## src/rtl/cpu_mem_responder.sv

```systemverilog
// cpu_mem_responder: single-entry instruction/data latches in front of a one-access-at-a-time backing memory; CPU fetch port (instruction_*), CPU load/store port (data_request, write_enable, mem_*, write_data), backing port (pmem_*)
module cpu_mem_responder (
  input  logic        clk,
  input  logic        reset,
  input  logic        instruction_request,
  input  logic [15:0] instruction_address,
  output logic [15:0] instr,
  output logic        instruction_response,
  input  logic        data_request,
  input  logic        write_enable,
  input  logic [15:0] mem_address,
  input  logic [1:0]  mem_byte_enable,
  input  logic [15:0] write_data,
  output logic [15:0] mem_rdata,
  output logic        data_response,
  output logic        pmem_read,
  output logic        pmem_write,
  output logic [15:0] pmem_address,
  output logic [15:0] pmem_wdata,
  output logic [1:0]  pmem_byte_enable,
  input  logic [15:0] pmem_rdata,
  input  logic        pmem_resp
);
  typedef enum logic [1:0] {IDLE, IFETCH, DACCESS} state_t;
  state_t state, state_n;
  logic i_valid, d_valid, d_we;
  logic [15:0] i_addr, i_data, d_addr, d_wdata, d_data;
  logic [1:0] d_be;
  logic i_hit, d_hit, start_d, start_i, done;
  assign i_hit = i_valid & instruction_request & (instruction_address == i_addr);
  // stores only hit when every field matches, so a repeated identical store is idempotent
  assign d_hit = d_valid & data_request & (mem_address == d_addr) & (write_enable == d_we) &
                 (!write_enable | ((mem_byte_enable == d_be) & (write_data == d_wdata)));
  assign instruction_response = i_hit;
  assign data_response = d_hit;
  assign instr = i_data;
  assign mem_rdata = d_data;
  always_comb begin
    start_d = (state == IDLE) & data_request & !d_hit;
    start_i = (state == IDLE) & !start_d & instruction_request & !i_hit;
    done = (state != IDLE) & pmem_resp;
    state_n = start_d ? DACCESS : start_i ? IFETCH : done ? IDLE : state;
  end
  // the pmem_* registers double as the captured request, so CPU input changes cannot disturb an access in flight
  always_ff @(posedge clk or posedge reset) begin
    if (reset) begin
      state <= IDLE;
      pmem_read <= 1'b0;
      pmem_write <= 1'b0;
      pmem_address <= '0;
      pmem_wdata <= '0;
      pmem_byte_enable <= '0;
      i_valid <= 1'b0;
      i_addr <= '0;
      i_data <= '0;
      d_valid <= 1'b0;
      d_addr <= '0;
      d_we <= 1'b0;
      d_be <= '0;
      d_wdata <= '0;
      d_data <= '0;
    end else begin
      state <= state_n;
      if (start_d | start_i) begin
        pmem_read <= start_i | !write_enable;
        pmem_write <= start_d & write_enable;
        pmem_address <= start_d ? mem_address : instruction_address;
        pmem_wdata <= start_d ? write_data : '0;
        pmem_byte_enable <= start_d ? mem_byte_enable : '0;
      end else if (done) begin
        pmem_read <= 1'b0;
        pmem_write <= 1'b0;
      end
      if (done & (state == IFETCH)) begin
        i_valid <= 1'b1;
        i_addr <= pmem_address;
        i_data <= pmem_rdata;
      end
      if (done & (state == DACCESS)) begin
        d_valid <= 1'b1;
        d_addr <= pmem_address;
        d_we <= pmem_write;
        d_be <= pmem_byte_enable;
        d_wdata <= pmem_wdata;
        d_data <= pmem_write ? pmem_wdata : pmem_rdata;
        // a store into the word holding the latched instruction makes that instruction stale
        if (pmem_write & (i_addr[15:1] == pmem_address[15:1])) i_valid <= 1'b0;
      end
    end
  end
endmodule

```

## config.mk

```make
export PLATFORM = sky130hd
export DESIGN_NAME = cpu_mem_responder
export DESIGN_NICKNAME = d
export VERILOG_FILES = /design/src/rtl/cpu_mem_responder.sv
export SDC_FILE = /design/constraint.sdc
export NUM_CORES = 1
export LEC_CHECK = 0
export BUFFER_PORTS_ARGS = -buffer_cell sky130_fd_sc_hd__buf_2
export CAP_MARGIN = 25
export CORE_MARGIN = 3
export CORE_UTILIZATION = 60
export CTS_BUF_LIST = sky130_fd_sc_hd__clkbuf_8
export DETAILED_ROUTE_END_ITERATION = 7
export PLACE_DENSITY_LB_ADDON = 0.25
export RECOVER_POWER = 100
export SLEW_MARGIN = 25
export SYNTH_ARGS = -nofsm -noshare
export SYNTH_HDL_FRONTEND = slang
export SYNTH_SLANG_ARGS = --single-unit
```

## constraint.sdc

```tcl
create_clock -name clk -period 7.06 [get_ports clk]
set_input_delay 1.412 -clock clk [delete_from_list [all_inputs] [get_ports clk]]
set_output_delay 1.412 -clock clk [all_outputs]
set_load 0.1 [all_outputs]
```

==> results.md, run 1 <==
* Clock Skew at 15.1 ps
* Most common cell after layout, fill and taps aside: nand2_1
* Root Driver: clkbuf_8
* Layout cells sized above 1 at 24.6%
* First-pass GRT wire length at 22500 um
* Syn_nets at 602
* Most frequent cells in the layout: nand2_1 (141), dfrtp_1 (123), clkbuf_1 (74)
* Critical Path Source Type: input pin
* Detailed placement HPWL at 9220 um
* Total wire length at 13600 um
* Crit-path max FO at 2
* Run status: finished, violations left
* H-tree levels at 4
* Layout Nets at 746
* Worst-Skew Late Latency at 420 ps
* Core box area at 0.00933 mm^2
* GRT Total Usage at 25.9%
* TNS Setup at 0 ps
* Avg Inst Size Synth at 11.0 um^2
* Setup violations, final at 0
* Via count at 4289
* CTS tree: built
* Area Overhead vs Synth at 19.1%
* Post-CTS setup buffer count at 0
* Post-synthesis cell type count at 33
* CP arrival at 3950 ps
* ANT nets after route at 0
* CTS sink cnt at 123
* Initial antenna violation count at 0
* Hold WC Path Type: reg -> reg
* Max Freq at 0.187 GHz
* Fillers at 729
* Post-layout min period at 5360 ps
* Util after Layout at 74.5%
* Yosys warning count at 0
* CTS Buf Count at 17
* Worst path required time at 5650 ps
* Max-slew violations at 208
* Max-slew headroom at -95.0%
* DR DRC count at 0
* Failing checks: max-capacitance violations, max-slew violations
* RSZ-0062 raised after global routing: false
* Seq/Total Area, Yosys at 52.7%
* Clock transition at the registers of the reported paths at 70 ps
* Die width at 105 um
* Initial core utilization at 62.6%
* Grt total ovfl at 0
* Gpl congestion at 0.785
* Post-Place Cells at 784
* Largest net degree at the start of global routing at 70
* Seq cells post-synth at 123
* Count of non-filler cells in the finished layout at 816
* CTS resizes at 0
* Final hold violation count at 0
* Die ar. at 0.0109 mm^2
* WL per Instance at 16.6 um
* Vias in the first global route at 4438
* Hold Buf Count CTS at 0
* Final period util at 75.9%
* Worst Max-Slew Pin Slew at 2930 ps
* Post-Syn Area at 0.00584 mm^2
* Port Buffers at 141
* Num rows at 35
* IO Pins at 142
* Vert. Die Dim at 105 um
* N_diodes at 0
* Syn Inst Count at 530
* Max-Cap Viols at 4
* Clock tree buffer depth at 2
* CP Capture Type: output pin
* TritonRoute pass-1 iters at 4
* Routed vias/inst at 5.26
* Critical path class: in -> out
* DRT iter0 DRCs at 174
## registers in the layout, summed over array words and instances (netlist names), 16 cells and up
name and flops:
instr 16, pmem_address 16, d_wdata 16, i_addr 16, d_addr 16, pmem_wdata 16, mem_rdata 16
## critical path, cell delays in order
cell	delay, ps
buf_2	110
xor2_1	160
nor4_1	380
nand3_1	140
o41ai_1	640
and2_1	210
clkbuf_1	890
## cells by family after synthesis
family,share of synthesized area (%)
DFF,52.7
muxes,18.5
and+or+nand+nor,12.5
xor gates and xnor gates,9.91
AOI/OAI and AO/OA,2.66
buffers and inverters,3.67
## final timing paths
check                         startpoint                to  slack, ps  depth (start not counted)
min in group asynchronous          reset      mem_rdata[1]       1610                          2
min reg2reg                 mem_rdata[0]      mem_rdata[0]        490                          2
max                        write_data[3]     data_response       1700                          7
min                         mem_rdata[0]      mem_rdata[0]        490                          2
max in group asynchronous          reset        i_addr[14]       2920                          3
max reg2reg                    i_addr[8]  pmem_address[13]       2650                          7
## synthesized netlist by cell type, drive strengths merged
| master | number | area [um^2] |
|---|---|---|
| nand2 | 141 | 529 |
| dfrtp | 123 | 3080 |
| mux2 | 65 | 732 |
| xor2 | 38 | 333 |
| mux2i | 35 | 350 |
| xnor2 | 28 | 245 |
| inv | 20 | 75.1 |
| o21ai | 18 | 101 |
| clkbuf | 14 | 52.6 |
| nor4 | 9 | 56.3 |
| buf | 8 | 82.6 |
| nand4 | 6 | 37.5 |
| nand3 | 4 | 20.0 |
| nor2 | 3 | 11.3 |
| a21oi | 2 | 10.0 |
| and2 | 2 | 12.5 |
| and3 | 2 | 12.5 |
| nand3b | 2 | 15.0 |
| a21boi | 1 | 11.3 |
| a21o | 1 | 7.51 |
| a41oi | 1 | 8.76 |
| clkinv | 1 | 3.75 |
| nand2b | 1 | 6.26 |
| nand4b | 1 | 8.76 |
| nor2b | 1 | 6.26 |
| nor3 | 1 | 5.00 |
| nor3b | 1 | 7.51 |
| o41ai | 1 | 16.3 |
## through the flow
stage	cell area, um^2	worst slack, ps	hold WS (ps)
floorplan	5840	1390	436
global placement	6630	2360	454
detailed placement	6630	2350	453
CTS	7080	2330	481
global route	6950	1520	505
finish	6950	1700	487
## routing by layer
layer	wire length [um]	up-vias	track usage, %	part of all wire (%)
met4	139	0	8.25	1.0
met3	897	12	6.11	6.6
met1	5970	2095	35.7	44
li1	-	2042	-	-
met5	0	-	0	0
met2	6560	140	41.1	48
## final cells by class
type	instances	area (um^2)	area share (%)
sequential	123	3080	44.3
multi-input combinational	364	2530	36.4
timing repair buffer	147	648	9.32
clock buffer	19	262	3.76
clock inverter	13	191	2.75
tap	129	161	2.32
inverter	21	80.1	1.15
Power of run 1 is not shown: default switching activity piles up to over one toggle a cycle in this logic, so the estimate is an artifact.
==> run 2: changes to the inputs <==
--- a/config.mk
+++ b/config.mk
@@ -8,7 +8,7 @@
 export BUFFER_PORTS_ARGS = -buffer_cell sky130_fd_sc_hd__buf_2
 export CAP_MARGIN = 25
 export CORE_MARGIN = 3
-export CORE_UTILIZATION = 60
+export CORE_UTILIZATION = 55
 export CTS_BUF_LIST = sky130_fd_sc_hd__clkbuf_8
 export DETAILED_ROUTE_END_ITERATION = 7
 export PLACE_DENSITY_LB_ADDON = 0.25
==> constraint.sdc (replaced) <==
create_clock -name clk -period 5 [get_ports clk]
set_input_delay 1 -clock clk [delete_from_list [all_inputs] [get_ports clk]]
set_output_delay 1 -clock clk [all_outputs]
set_load 0.1 [all_outputs]
==> results.md, run 2 (synthesized netlist as in run 1, its figures left out) <==
* Run status: finished, violations left
* Failing checks: max-capacitance violations, max-slew violations
* Slowest CP cell: clkbuf_1
* Dpl ws at 1140 ps
* Total wire length at 13600 um
* Clock Skew at 5.85 ps
* Post-CTS setup buffer count at 0
* ANT nets after route at 0
* Worst path max stage delay at 900 ps
* Delay-heaviest family, CP: buffers and inverters
* CP Capture Type: output pin
* Detailed placement HPWL at 9730 um
* RSZ-0062 raised after global routing: false
* Port Buffers at 141
* Worst path required time at 4000 ps
* DR DRC count at 0
* Grt total ovfl at 0
* Gpl congestion at 0.827
* Final WS setup at 719 ps
* Hold Startpoint: mem_rdata[10]
* Max-slew violations at 143
* R2R Path Start: d_wdata[9]
* Die ar. at 0.0119 mm^2
* IO Pins at 142
* Final period util at 85.6%
* First-pass GRT wire length at 22200 um
* Die width at 109 um
* Critical Path Source Type: input pin
* Initial core utilization at 58.1%
* Hold depth at 2
* Top Usage Layer GRT: met2
* CP arrival at 3280 ps
* CP Buf/Inv Count at 2
* CTS Buf Count at 17
* DRT iter0 DRCs at 193
* Most common cell after layout, fill and taps aside: nand2_1
* Max Freq at 0.234 GHz
* Hold Buf Count CTS at 0
* Routed vias/inst at 5.26
* Number of cells on the worst reg-to-reg path at 7
* Fillers at 842
* Crit-path max FO at 2
* Via count at 4294
* Largest net degree at the start of global routing at 54
* Post-layout min period at 4280 ps
* GR Util met2 at 39.1%
* Worst Max-Slew Pin Slew at 2460 ps
* Cell mode on critical path: clkbuf_1
* Post-Layout Inst Area at 0.00684 mm^2
* Most frequent cells in the layout: nand2_1 (141), dfrtp_1 (123), clkbuf_1 (76)
* Max-slew headroom at -64.1%
* Clock transition at the registers of the reported paths at 70 ps
* Worst r2r dst: pmem_address[15]
* H-tree levels at 4
* TritonRoute pass-1 iters at 4
* Worst-Skew Late Latency at 430 ps
* Vias in the first global route at 4450
* Reg-to-reg setup timing slack at 1860 ps
* TNS Setup at 0 ps
* Area Overhead vs Synth at 17.1%
* Initial antenna violation count at 0
* WL per Instance at 16.6 um
* Count of non-filler cells in the finished layout at 817
* Post-Place Cells at 790
* Max-Cap Viols at 4
* CTS tree: built
* Root Driver: clkbuf_8
* CTS sink cnt at 123
* Layout Nets at 748
* Vert. Die Dim at 109 um
* GRT Total Usage at 24.6%
* Critical path class: in -> out
* N_diodes at 0
* Hold endpoint: mem_rdata[10]
* Core box area at 0.0100 mm^2
* Met3 capacity usage during global routing at 5.86%
* Clock tree buffer depth at 2
* Setup violations, final at 0
* Final hold violation count at 0
* CTS resizes at 0
* Hold WC Path Type: reg -> reg
* Area of placed instances at 0.00665 mm^2
* CP Cell Sequence: clkbuf_1 -> xor2_1 -> nor4_1 -> nand3_1 -> o41ai_1 -> and2_1 -> clkbuf_1
* Num rows at 36
* Met1 Use GR at 33.8%
* Layout cells sized above 1 at 23.7%
[run 2: cell count changes in the layout (fill, tap and decap cells not counted), moves of 2 or more]
cell / delta
inv_1: +3
clkinvlp_4: -3
clkbuf_1: +2
bufinv_16: -4
clkinv_2: +3
clkinv_4: -4
[run 2: worst max-delay path by stage]
stage | slack (ps) | from | cells past startpoint | end
6_report | 720 | write_data[3] | 7 | data_response
2_1_floorplan | 160 | instruction_address[13] | 4 | instruction_response
4_1_cts | 1120 | write_data[3] | 7 | data_response
3_3_place_gp | 1100 | write_data[3] | 7 | data_response
5_1_grt | 480 | write_data[3] | 7 | data_response
3_5_place_dp | 1140 | write_data[3] | 7 | data_response
[run 2: final cells by class]
| cell class | count | area [um^2] | area share (%) |
|---|---|---|---|
| flip-flops and latches | 123 | 3080 | 45.0 |
| multi-input cells | 364 | 2540 | 37.1 |
| repair buffers | 149 | 668 | 9.77 |
| clock buffers | 20 | 275 | 4.03 |
| well taps | 133 | 166 | 2.43 |
| inverters | 21 | 80.1 | 1.17 |
| clock inverters | 7 | 31.3 | 0.458 |
[run 2: through the flow]
stage	hold WS [ps]	util (%)
after floorplan	436	-
after global placement	453	66.1
after detailed placement	465	66.2
after CTS	480	69.3
after global routing	512	68.0
final	481	68.0
[run 2: tightest hold or removal path, delay by kind of cell, from the launching register on]
| kind | cells | cell delay [ps] |
|---|---|---|
| AND/OR/NAND/NOR | 1 | 40 |
| AO/OA/AOI/OAI | 1 | 60 |
| flip-flops | 1 | 340 |
[run 2: layer usage]
metal / wire length, um / vias up
li1: - / 2045
met1: 5950 / 2096
met2: 6570 / 134
met3: 869 / 19
met4: 206 / 0
met5: 0 / -
Power of run 2 is left out for the same reason.
==> run 3: changes to the inputs <==
==> constraint.sdc (replaced) <==
create_clock -name clk -period 5 [get_ports clk]
set_input_delay 1 -clock clk [delete_from_list [all_inputs] [get_ports clk]]
set_output_delay 1 -clock clk [all_outputs]
set_load 0.05 [all_outputs]
==> results.md, run 3 (synthesized netlist as in run 1, its figures left out) <==
* Area of placed instances at 0.00665 mm^2
* Switching Power at 2.45 mW
* RSZ-0062 raised after global routing: false
* TNS Setup at 0 ps
* WL per Instance at 16.6 um
* Critical Path Source Type: input pin
* Max-slew violations at 167
* Power Internal at 2.70 mW
* Gpl congestion at 0.827
* Area Overhead vs Synth at 18.2%
* TritonRoute pass-1 iters at 4
* ANT nets after route at 0
* Clock Skew at 11.6 ps
* Worst path max stage delay at 490 ps
* First-pass GRT wire length at 22300 um
* Number of cells on the worst reg-to-reg path at 7
* Die width at 109 um
* Initial core utilization at 58.1%
* Cell mode on critical path: clkbuf_1
* Run status: finished, violations left
* CP arrival at 2890 ps
* Worst Max-Slew Pin Slew at 2450 ps
* Power density cells at 747 mW/mm^2
* Post-Place Cells at 790
* CTS sink cnt at 123
* Footprint of the multi-input gates at 0.00254 mm^2
* Initial antenna violation count at 0
* Num rows at 36
* Most common cell after layout, fill and taps aside: nand2_1
* Crit-path max FO at 2
* Total wire length at 13600 um
* Clk pwr share at 16.1%
* Root Driver: clkbuf_8
* Final hold violation count at 0
* Post-layout min period at 3890 ps
* Die ar. at 0.0119 mm^2
* CP Cell Sequence: clkbuf_1 -> xor2_1 -> nor4_1 -> nand3_1 -> o41ai_1 -> and2_1 -> clkbuf_1
* Grt total ovfl at 0
* Post-Layout Inst Area at 0.00690 mm^2
* Part of the power in combinational logic at 47.7%
* Layout cells sized above 1 at 24.1%
* Max-slew headroom at -63.3%
* DR DRC count at 0
* Most frequent cells in the layout: nand2_1 (141), dfrtp_1 (123), clkbuf_1 (76)
* H-tree levels at 4
* Fillers at 829
* DRT iter0 DRCs at 222
* Via count at 4332
* N_diodes at 0
* Largest net degree at the start of global routing at 54
* CTS tree: built
* Sw frac at 47.6%
* CTS Buf Count at 17
* Worst-Skew Late Latency at 440 ps
* Detailed placement HPWL at 9740 um
* Layout Nets at 748
* Slowest CP cell: clkbuf_1
* Leak at 3.31 nW
* Final Power at 5.16 mW
* Hold Buf Count CTS at 0
* Count of non-filler cells in the finished layout at 822
* Clock tree buffer depth at 2
* Core box area at 0.0100 mm^2
* Sequential share of power at 36.2%
* Post-CTS setup buffer count at 0
* Vias in the first global route at 4546
* Final period util at 77.8%
* Hold depth at 2
* Failing checks: max-capacitance violations, max-slew violations
* Setup violations, final at 0
* Critical path class: in -> out
* Util after Layout at 68.7%
* Hold WC Path Type: reg -> reg
* Max Freq at 0.257 GHz
* GRT Total Usage at 24.8%
* CTS resizes at 0
* Max VDD drop at 0.384 mV
* CP Capture Type: output pin
* Vert. Die Dim at 109 um
* Worst path required time at 4000 ps
* Port Buffers at 141
* Flip-flop and latch area at 0.00308 mm^2
* IO Pins at 142
* Clock transition at the registers of the reported paths at 70 ps
* Max-Cap Viols at 5
* Routed vias/inst at 5.27
## run 3: critical path, delay by kind of cell
family / cells / cell delay [ps]
XOR/XNOR: 1 / 150
buffers and inverters: 2 / 590
AO/OA/AOI/OAI: 1 / 450
AND/OR/NAND/NOR: 3 / 700
## run 3: area by class of cell
cell class | count | share of cell area, %
flip-flops and latches | 123 | 44.6
well taps | 133 | 2.41
clock buffers | 19 | 3.79
inverters | 21 | 1.16
repair buffers | 149 | 9.68
clock inverters | 13 | 1.60
multi-input cells | 364 | 36.8
## run 3: power groups by stage
stage | Sequential, mW | Clock [mW] | Combinational (mW)
floorplan | 2.70 | 0 | 1.10
global placement | 1.86 | 0 | 2.48
detailed placement | 1.87 | 0 | 2.56
CTS | 1.86 | 0.844 | 2.57
global route | 1.94 | 0.901 | 2.65
finish | 1.86 | 0.831 | 2.46
## run 3: path summary, 6_finish.rpt
path | startpoint | slack, ps | to
hold reg to reg | mem_rdata[10] | 480 | mem_rdata[10]
setup reg to reg | d_wdata[9] | 1840 | pmem_address[9]
max in group asynchronous | reset | 1430 | d_wdata[14]
hold / removal | mem_rdata[10] | 480 | mem_rdata[10]
min in group asynchronous | reset | 780 | instr[15]
setup / recovery | write_data[3] | 1110 | data_response
## run 3: metrics by stage
| stage | setup WS, ps | hold WS [ps] |
|---|---|---|
| 2_1_floorplan | 729 | 436 |
| 3_3_place_gp | 1260 | 453 |
| 3_5_place_dp | 1280 | 465 |
| 4_1_cts | 1260 | 482 |
| 5_1_grt | 808 | 517 |
| 6_report | 1110 | 481 |
## run 3: routing by layer
metal | GRT usage [%] | up-vias | part of all wire (%)
met3 | 7.28 | 22 | 6.6
met4 | 8.66 | 0 | 1.9
li1 | - | 2046 | -
met5 | 0 | - | 0
met1 | 32.3 | 2133 | 44
met2 | 39.6 | 131 | 48
No activity file was read; power rests on OpenSTA's default activity.
